**config.mk**
```make
export PLATFORM = sky130hd
export DESIGN_NAME = pipe_ctrl_flat
export DESIGN_NICKNAME = d
export VERILOG_FILES = /design/src/rtl/pipe_ctrl_if.sv /design/src/rtl/pipe_ctrl.sv /design/src/flat_wrapper.sv
export SDC_FILE = /design/constraint.sdc
export NUM_CORES = 1
export LEC_CHECK = 0
export ABC_AREA = 1
export CORE_MARGIN = 10
export CORE_UTILIZATION = 25
export CTS_CLUSTER_DIAMETER = 200
export DETAILED_ROUTE_END_ITERATION = 10
export HOLD_SLACK_MARGIN = 0.06
export PLACE_DENSITY = 0.5
export RECOVER_POWER = 100
export SYNTH_ARGS = -nofsm -noshare
export SYNTH_HDL_FRONTEND = slang
export SYNTH_SLANG_ARGS = --single-unit
```
**constraint.sdc**
```tcl
create_clock -name clk_in -period 2.1 [get_ports clk_in]
set_input_delay 0.315 -clock clk_in [delete_from_list [all_inputs] [get_ports clk_in]]
set_output_delay 0.315 -clock clk_in [all_outputs]
set_load 0.005 [all_outputs]
```
**src/rtl/pipe_ctrl_if.sv**
```systemverilog
// Handshake bundle between the pipeline stages and pipe_ctrl.
// master: pipeline side (drives requests, receives grants/stall/flush).
// slave:  pipe_ctrl side.
interface pipe_ctrl_if;
   logic       if_req;
   logic       mem_req;
   logic       mem_done;
   logic       id_load_hazard;
   logic       ex_branch_taken;
   logic       grant_if;
   logic       grant_mem;
   logic       kill_fetch;
   logic       flush;
   logic [5:0] stall;

   modport master (
      output if_req, mem_req, mem_done, id_load_hazard, ex_branch_taken,
      input  grant_if, grant_mem, kill_fetch, flush, stall
   );

   modport slave (
      input  if_req, mem_req, mem_done, id_load_hazard, ex_branch_taken,
      output grant_if, grant_mem, kill_fetch, flush, stall
   );
endinterface

```
**src/rtl/pipe_ctrl.sv**
```systemverilog
// Pipeline sequencing controller for the five-stage RV32I core.
// Arbitrates the shared memory port between IF and MEM, produces the
// per-stage stall vector and the branch flush.
// Optional build macro STALL_PERF_CNT_EN adds stall/flush performance counters.
//
// state    | meaning
// IDLE     | memory port free, arbitrating this cycle
// IF_BUSY  | port granted to instruction fetch, waiting for mem_done
// MEM_BUSY | port granted to load/store, waiting for mem_done
module pipe_ctrl #(
   parameter int unsigned STARVE_LIMIT = 4,
   parameter int unsigned CNT_WIDTH    = 32
) (
   input  logic              clk_in,
   input  logic              rst_in,
   pipe_ctrl_if.slave        bus
`ifdef STALL_PERF_CNT_EN
   ,
   output logic [CNT_WIDTH-1:0] cnt_mem_stall,
   output logic [CNT_WIDTH-1:0] cnt_hazard_stall,
   output logic [CNT_WIDTH-1:0] cnt_if_stall,
   output logic [CNT_WIDTH-1:0] cnt_flush
`endif
);

   if (STARVE_LIMIT < 1 || STARVE_LIMIT > 15 || CNT_WIDTH < 1) begin : g_param_check
      $error("pipe_ctrl: STARVE_LIMIT must be 1..15 and CNT_WIDTH >= 1");
   end

   localparam logic [3:0] LIMIT = 4'(STARVE_LIMIT);

   typedef enum logic [1:0] {
      IDLE     = 2'd0,
      IF_BUSY  = 2'd1,
      MEM_BUSY = 2'd2
   } state_t;

   state_t     state_q, state_d;
   logic [3:0] starve_q, starve_d;
   logic       kill_pend_q, kill_pend_d;

   logic       if_forced;
   logic       rule_mem, rule_hz, rule_if;
   logic       flush_raw;
   logic [5:0] stall_raw;

   // State, starvation counter and pending-kill registers.
   always_ff @(posedge clk_in or negedge rst_in) begin
      if (!rst_in) begin
         state_q     <= IDLE;
         starve_q    <= '0;
         kill_pend_q <= 1'b0;
      end else begin
         state_q     <= state_d;
         starve_q    <= starve_d;
         kill_pend_q <= kill_pend_d;
      end
   end

   // Arbitration and transfer sequencing.
   always_comb begin
      state_d     = state_q;
      starve_d    = starve_q;
      kill_pend_d = kill_pend_q;
      if_forced   = bus.if_req && (starve_q == LIMIT);
      unique case (state_q)
         IDLE: begin
            if (bus.mem_req && !if_forced) begin
               state_d = MEM_BUSY;
               if (bus.if_req)
                  starve_d = (starve_q == LIMIT) ? LIMIT : starve_q + 4'd1;
               else
                  starve_d = '0;
            end else if (bus.if_req) begin
               state_d  = IF_BUSY;
               starve_d = '0;
            end else begin
               starve_d = '0;
            end
         end
         IF_BUSY: begin
            if (bus.mem_done) begin
               state_d     = IDLE;
               kill_pend_d = 1'b0;
            end else if (bus.ex_branch_taken) begin
               kill_pend_d = 1'b1;
            end
         end
         MEM_BUSY: begin
            if (bus.mem_done)
               state_d = IDLE;
         end
         default: state_d = IDLE;
      endcase
   end

   // Stall priority: MEM wait, then load-use bubble, then fetch wait.
   always_comb begin
      rule_mem  = bus.mem_req && !((state_q == MEM_BUSY) && bus.mem_done);
      rule_hz   = !rule_mem && bus.id_load_hazard;
      rule_if   = !rule_mem && !bus.id_load_hazard &&
                  bus.if_req && !((state_q == IF_BUSY) && bus.mem_done);
      stall_raw = 6'b000000;
      if (rule_mem)
         stall_raw = 6'b011111;
      else if (rule_hz)
         stall_raw = 6'b000111;
      else if (rule_if)
         stall_raw = 6'b000011;
      flush_raw = bus.ex_branch_taken && !stall_raw[3];
   end

   // Combinational outputs are forced low while reset is held, whatever the inputs do.
   assign bus.grant_if   = (state_q == IF_BUSY);
   assign bus.grant_mem  = (state_q == MEM_BUSY);
   assign bus.kill_fetch = bus.mem_done && (state_q == IF_BUSY) &&
                           (kill_pend_q || bus.ex_branch_taken);
   assign bus.stall      = rst_in ? stall_raw : 6'b000000;
   assign bus.flush      = rst_in && flush_raw;

`ifdef STALL_PERF_CNT_EN
   // Free-running, wrapping event counters.
   always_ff @(posedge clk_in or negedge rst_in) begin
      if (!rst_in) begin
         cnt_mem_stall    <= '0;
         cnt_hazard_stall <= '0;
         cnt_if_stall     <= '0;
         cnt_flush        <= '0;
      end else begin
         if (rule_mem)  cnt_mem_stall    <= cnt_mem_stall + 1'b1;
         if (rule_hz)   cnt_hazard_stall <= cnt_hazard_stall + 1'b1;
         if (rule_if)   cnt_if_stall     <= cnt_if_stall + 1'b1;
         if (flush_raw) cnt_flush        <= cnt_flush + 1'b1;
      end
   end
`endif

endmodule

```
**src/flat_wrapper.sv**
```systemverilog
// flat-port wrapper written by rule: the top's interface ports become plain ports
module pipe_ctrl_flat 
#(
   parameter int unsigned STARVE_LIMIT = 4,
   parameter int unsigned CNT_WIDTH    = 32
)
  (clk_in, rst_in, bus_if_req, bus_mem_req, bus_mem_done, bus_id_load_hazard, bus_ex_branch_taken, bus_grant_if, bus_grant_mem, bus_kill_fetch, bus_flush, bus_stall);
  pipe_ctrl_if bus_i ();
  input  logic clk_in;
  input  logic rst_in;
  input wire logic [$bits(bus_i.if_req)-1:0] bus_if_req;
  input wire logic [$bits(bus_i.mem_req)-1:0] bus_mem_req;
  input wire logic [$bits(bus_i.mem_done)-1:0] bus_mem_done;
  input wire logic [$bits(bus_i.id_load_hazard)-1:0] bus_id_load_hazard;
  input wire logic [$bits(bus_i.ex_branch_taken)-1:0] bus_ex_branch_taken;
  output wire logic [$bits(bus_i.grant_if)-1:0] bus_grant_if;
  output wire logic [$bits(bus_i.grant_mem)-1:0] bus_grant_mem;
  output wire logic [$bits(bus_i.kill_fetch)-1:0] bus_kill_fetch;
  output wire logic [$bits(bus_i.flush)-1:0] bus_flush;
  output wire logic [$bits(bus_i.stall)-1:0] bus_stall;
  assign bus_i.if_req = bus_if_req;
  assign bus_i.mem_req = bus_mem_req;
  assign bus_i.mem_done = bus_mem_done;
  assign bus_i.id_load_hazard = bus_id_load_hazard;
  assign bus_i.ex_branch_taken = bus_ex_branch_taken;
  assign bus_grant_if = bus_i.grant_if;
  assign bus_grant_mem = bus_i.grant_mem;
  assign bus_kill_fetch = bus_i.kill_fetch;
  assign bus_flush = bus_i.flush;
  assign bus_stall = bus_i.stall;
  pipe_ctrl #(.STARVE_LIMIT(STARVE_LIMIT), .CNT_WIDTH(CNT_WIDTH)) u_core (.clk_in(clk_in), .rst_in(rst_in), .bus(bus_i));
endmodule
```
==> reports/qor.yml <==
die:
  ios: 17
  die_w_um: 65.7
  fp.coreArea_um2: 1980
  num_rows: 16
  dieArea_um2: 4310
  start_util_pct: 26.3
  die_height_um: 65.7
clock_tree:
  clkLatencyLatePin_ns: 0.25
  numCtsBuffers: 3
  hold_buffers: 0
  clockBufferDepth: 2
  htreeDepth: 1
  tritoncts: "yes"
  clock_sinks: 7
  path_clk_slew_ns: 0.05
  clockRootBuffer: "clkbuf_4"
hold_path:
  min_path_type: "register to register"
  min_path_cells: 2
  min_to: "u_core.state_q[0]"
  hold_start: "u_core.state_q[0]"
place:
  gp_congestion: 0.773
  post_dp_cell_area_um2: 698
  portBuffers: 15
  dp_hpwl_mm: 1.00
  place_inst: 108
detailed_routing:
  via_count: 483
  ant_nets: 0
  drt_iter0_drc: 15
  viasPerCell: 4.20
  wl_per_cell_um: 11.2
  first_pass_iters: 4
  drc_errors: 0
  routed_wl_mm: 1.28
logic_synthesis:
  ys_types: 19
  yosysWarnings: 0
  ys_seq_elements: 7
  seq_area_frac_synth_pct: 33.6
  synth_compound_area_share_pct: 10.8
  synth_area_um2: 522
  synth_top_family_by_area: "simple AND/OR/NAND/NOR gates"
  postSynthAreaPerCell_um2: 7.79
  synth-xor-area-share_pct: 1.68
  synth_cells: 67
  synth_fa_ha_area_share_pct: 12.0
  synth_mux_area_share_pct: 0
  synth-simple-area-share_pct: 27.6
  syn-num-nets: 79
grt:
  antenna_found_initial: 0
  grt_overflow: 0
  first_global_vias: 474
  grt_first_pass_wirelength_mm: 2.04
  grt_max_degree: 9
  grt_use_total_pct: 5.91
cells_and_area:
  final_cells: 115
  syn_to_final_growth_pct: 44.8
  seqCellArea_um2: 175
  final_area_um2: 756
  multiInputGateArea_um2: 288
  drive_gt1_share_pct: 17.0
  antenna-diode-count: 0
  fillers: 213
  fin_nets: 101
timing:
  skew_ns: 0.000504
  setup_violations: 0
  finalCriticalPeriod_ns: 2.05
  fmax_ghz: 0.488
  slew_violations: 0
  final_hold_viol_count: 0
  setup_tns_ns: 0
  fin_crit_sh_pct: 97.5
  timing.hold.ws_ns: 0.525
setup_path:
  worstSetupStartpoint: "u_core.state_q[0]"
  r2r_start: "u_core.state_q[0]"
  endpoint_kind: "output pin"
  required_ns: 1.78
  path_class: "register to output pin"
  cp-start-kind: "register"
  r2r_slack_ns: 0.75
  ff2ff_path_depth: 7
  crit_fanout: 3
  crit_arrival_ns: 1.73
  reg2reg_to: "u_core.state_q[0]"
power_and_ir_drop:
  irDropWorstVdd_mv: 0.549
  powerDensity_nw_per_um2: 893
  p_leak_nw: 0.372
flow_run:
  max_cap_violations: 0
run_status:
  status: "complete, no violations"
-- area by class of cell --
type / count / share of cell area (%)
clock buffers: 4 / 3.48
inverters: 11 / 5.46
flip-flops and latches: 7 / 23.2
multi-input cells: 45 / 38.1
well taps: 27 / 4.47
repair buffers: 21 / 25.3
-- logic make-up (layout without fill, tap and decap cells) --
logic type,after synthesis,in the layout
adders and majority gates,5,5
AOI/OAI and AO/OA,7,7
xor gates and xnor gates,1,1
and+or+nand+nor,31,31
DFF,7,7
buffers and inverters,15,36
other,1,1
-- worst max-delay path by stage --
stage,to,depth (start not counted)
global placement,bus_stall[1],6
floorplan,bus_stall[1],6
global route,bus_stall[3],5
finish,bus_stall[3],5
CTS,bus_stall[3],5
detailed placement,bus_stall[0],6
-- critical path, cell delays in order, from the launching register on --
cell and delay, ns:
dfrtp_1 0.37, inv_1 0.08, ha_2 0.21, a21oi_4 0.17, and2_4 0.16, clkdlybuf4s50_1 0.50
-- layer usage --
| layer | routed length (um) | GRT usage, % | vias up |
|---|---|---|---|
| met5 | 0 | 0 | - |
| met4 | 7 | 2.41 | 0 |
| met3 | 113 | 3.39 | 2 |
| met2 | 578 | 8.57 | 16 |
| met1 | 584 | 6.93 | 211 |
| li1 | - | - | 254 |
-- synthesized netlist by cell type --
cell / n / area share (%)
nand2_1: 11 / 7.9
inv_1: 10 / 7.2
nor2_1: 10 / 7.2
dfrtp_1: 7 / 34
ha_1: 5 / 12
buf_4: 4 / 5.8
nand3_1: 4 / 3.8
nand4_1: 3 / 3.6
o21bai_1: 3 / 4.3
a21oi_2: 1 / 1.7
and2_1: 1 / 1.2
conb_1: 1 / 0.72
inv_2: 1 / 0.72
nand3b_1: 1 / 1.4
nand4_2: 1 / 2.4
o21ai_0: 1 / 0.96
o21ai_2: 1 / 1.7
o21bai_2: 1 / 2.2
xnor2_1: 1 / 1.7
-- placed cells by master (no fill, tap or decap), types with 2 or more instances in the layout --
| master | instances |
|---|---|
| inv_1 | 10 |
| nor2_1 | 10 |
| dfrtp_1 | 7 |
| clkbuf_1 | 2 |
| o21bai_1 | 3 |
| nand3_1 | 4 |
| clkdlybuf4s50_1 | 11 |
| nand4_1 | 3 |
| nand2_1 | 11 |
| ha_1 | 4 |
| dlygate4sd2_1 | 2 |
| buf_4 | 5 |
| clkbuf_4 | 3 |
-- power breakdown --
part	switching [mW]	internal [mW]	total, mW
Combinational	0.167	0.166	0.333
Sequential	0.0406	0.177	0.217
Clock	0.0519	0.0726	0.125
Total	0.260	0.415	0.675
-- stage by stage --
stage	util (%)	worst slack [ns]	total power [mW]
floorplan	-	0.668	0.410
global route	38.1	-0.0382	0.740
CTS	36.8	0.00492	0.657
global placement	35.2	0.0702	0.517
finish	38.1	0.0523	0.675
detailed placement	35.2	0.0308	0.519
-- flip-flops by register name, summed over array words and instances, names as in the netlist --
register and count:
u_core.state_q 2, u_core.kill_pend_q 1, u_core.starve_q 4
-- repair_timing --
| item | 4_1_cts | 5_1_grt |
|---|---|---|
| pin swaps | 1 | 1 |
| gates cloned | 0 | 0 |
| setup buffers | 1 | 2 |
| endpoints found under the setup margin | 5 | 3 |
| hold endpoints to repair | 0 | 0 |
| resized for setup | 2 | 4 |
Note: power is estimated with default switching activity, not from simulation.
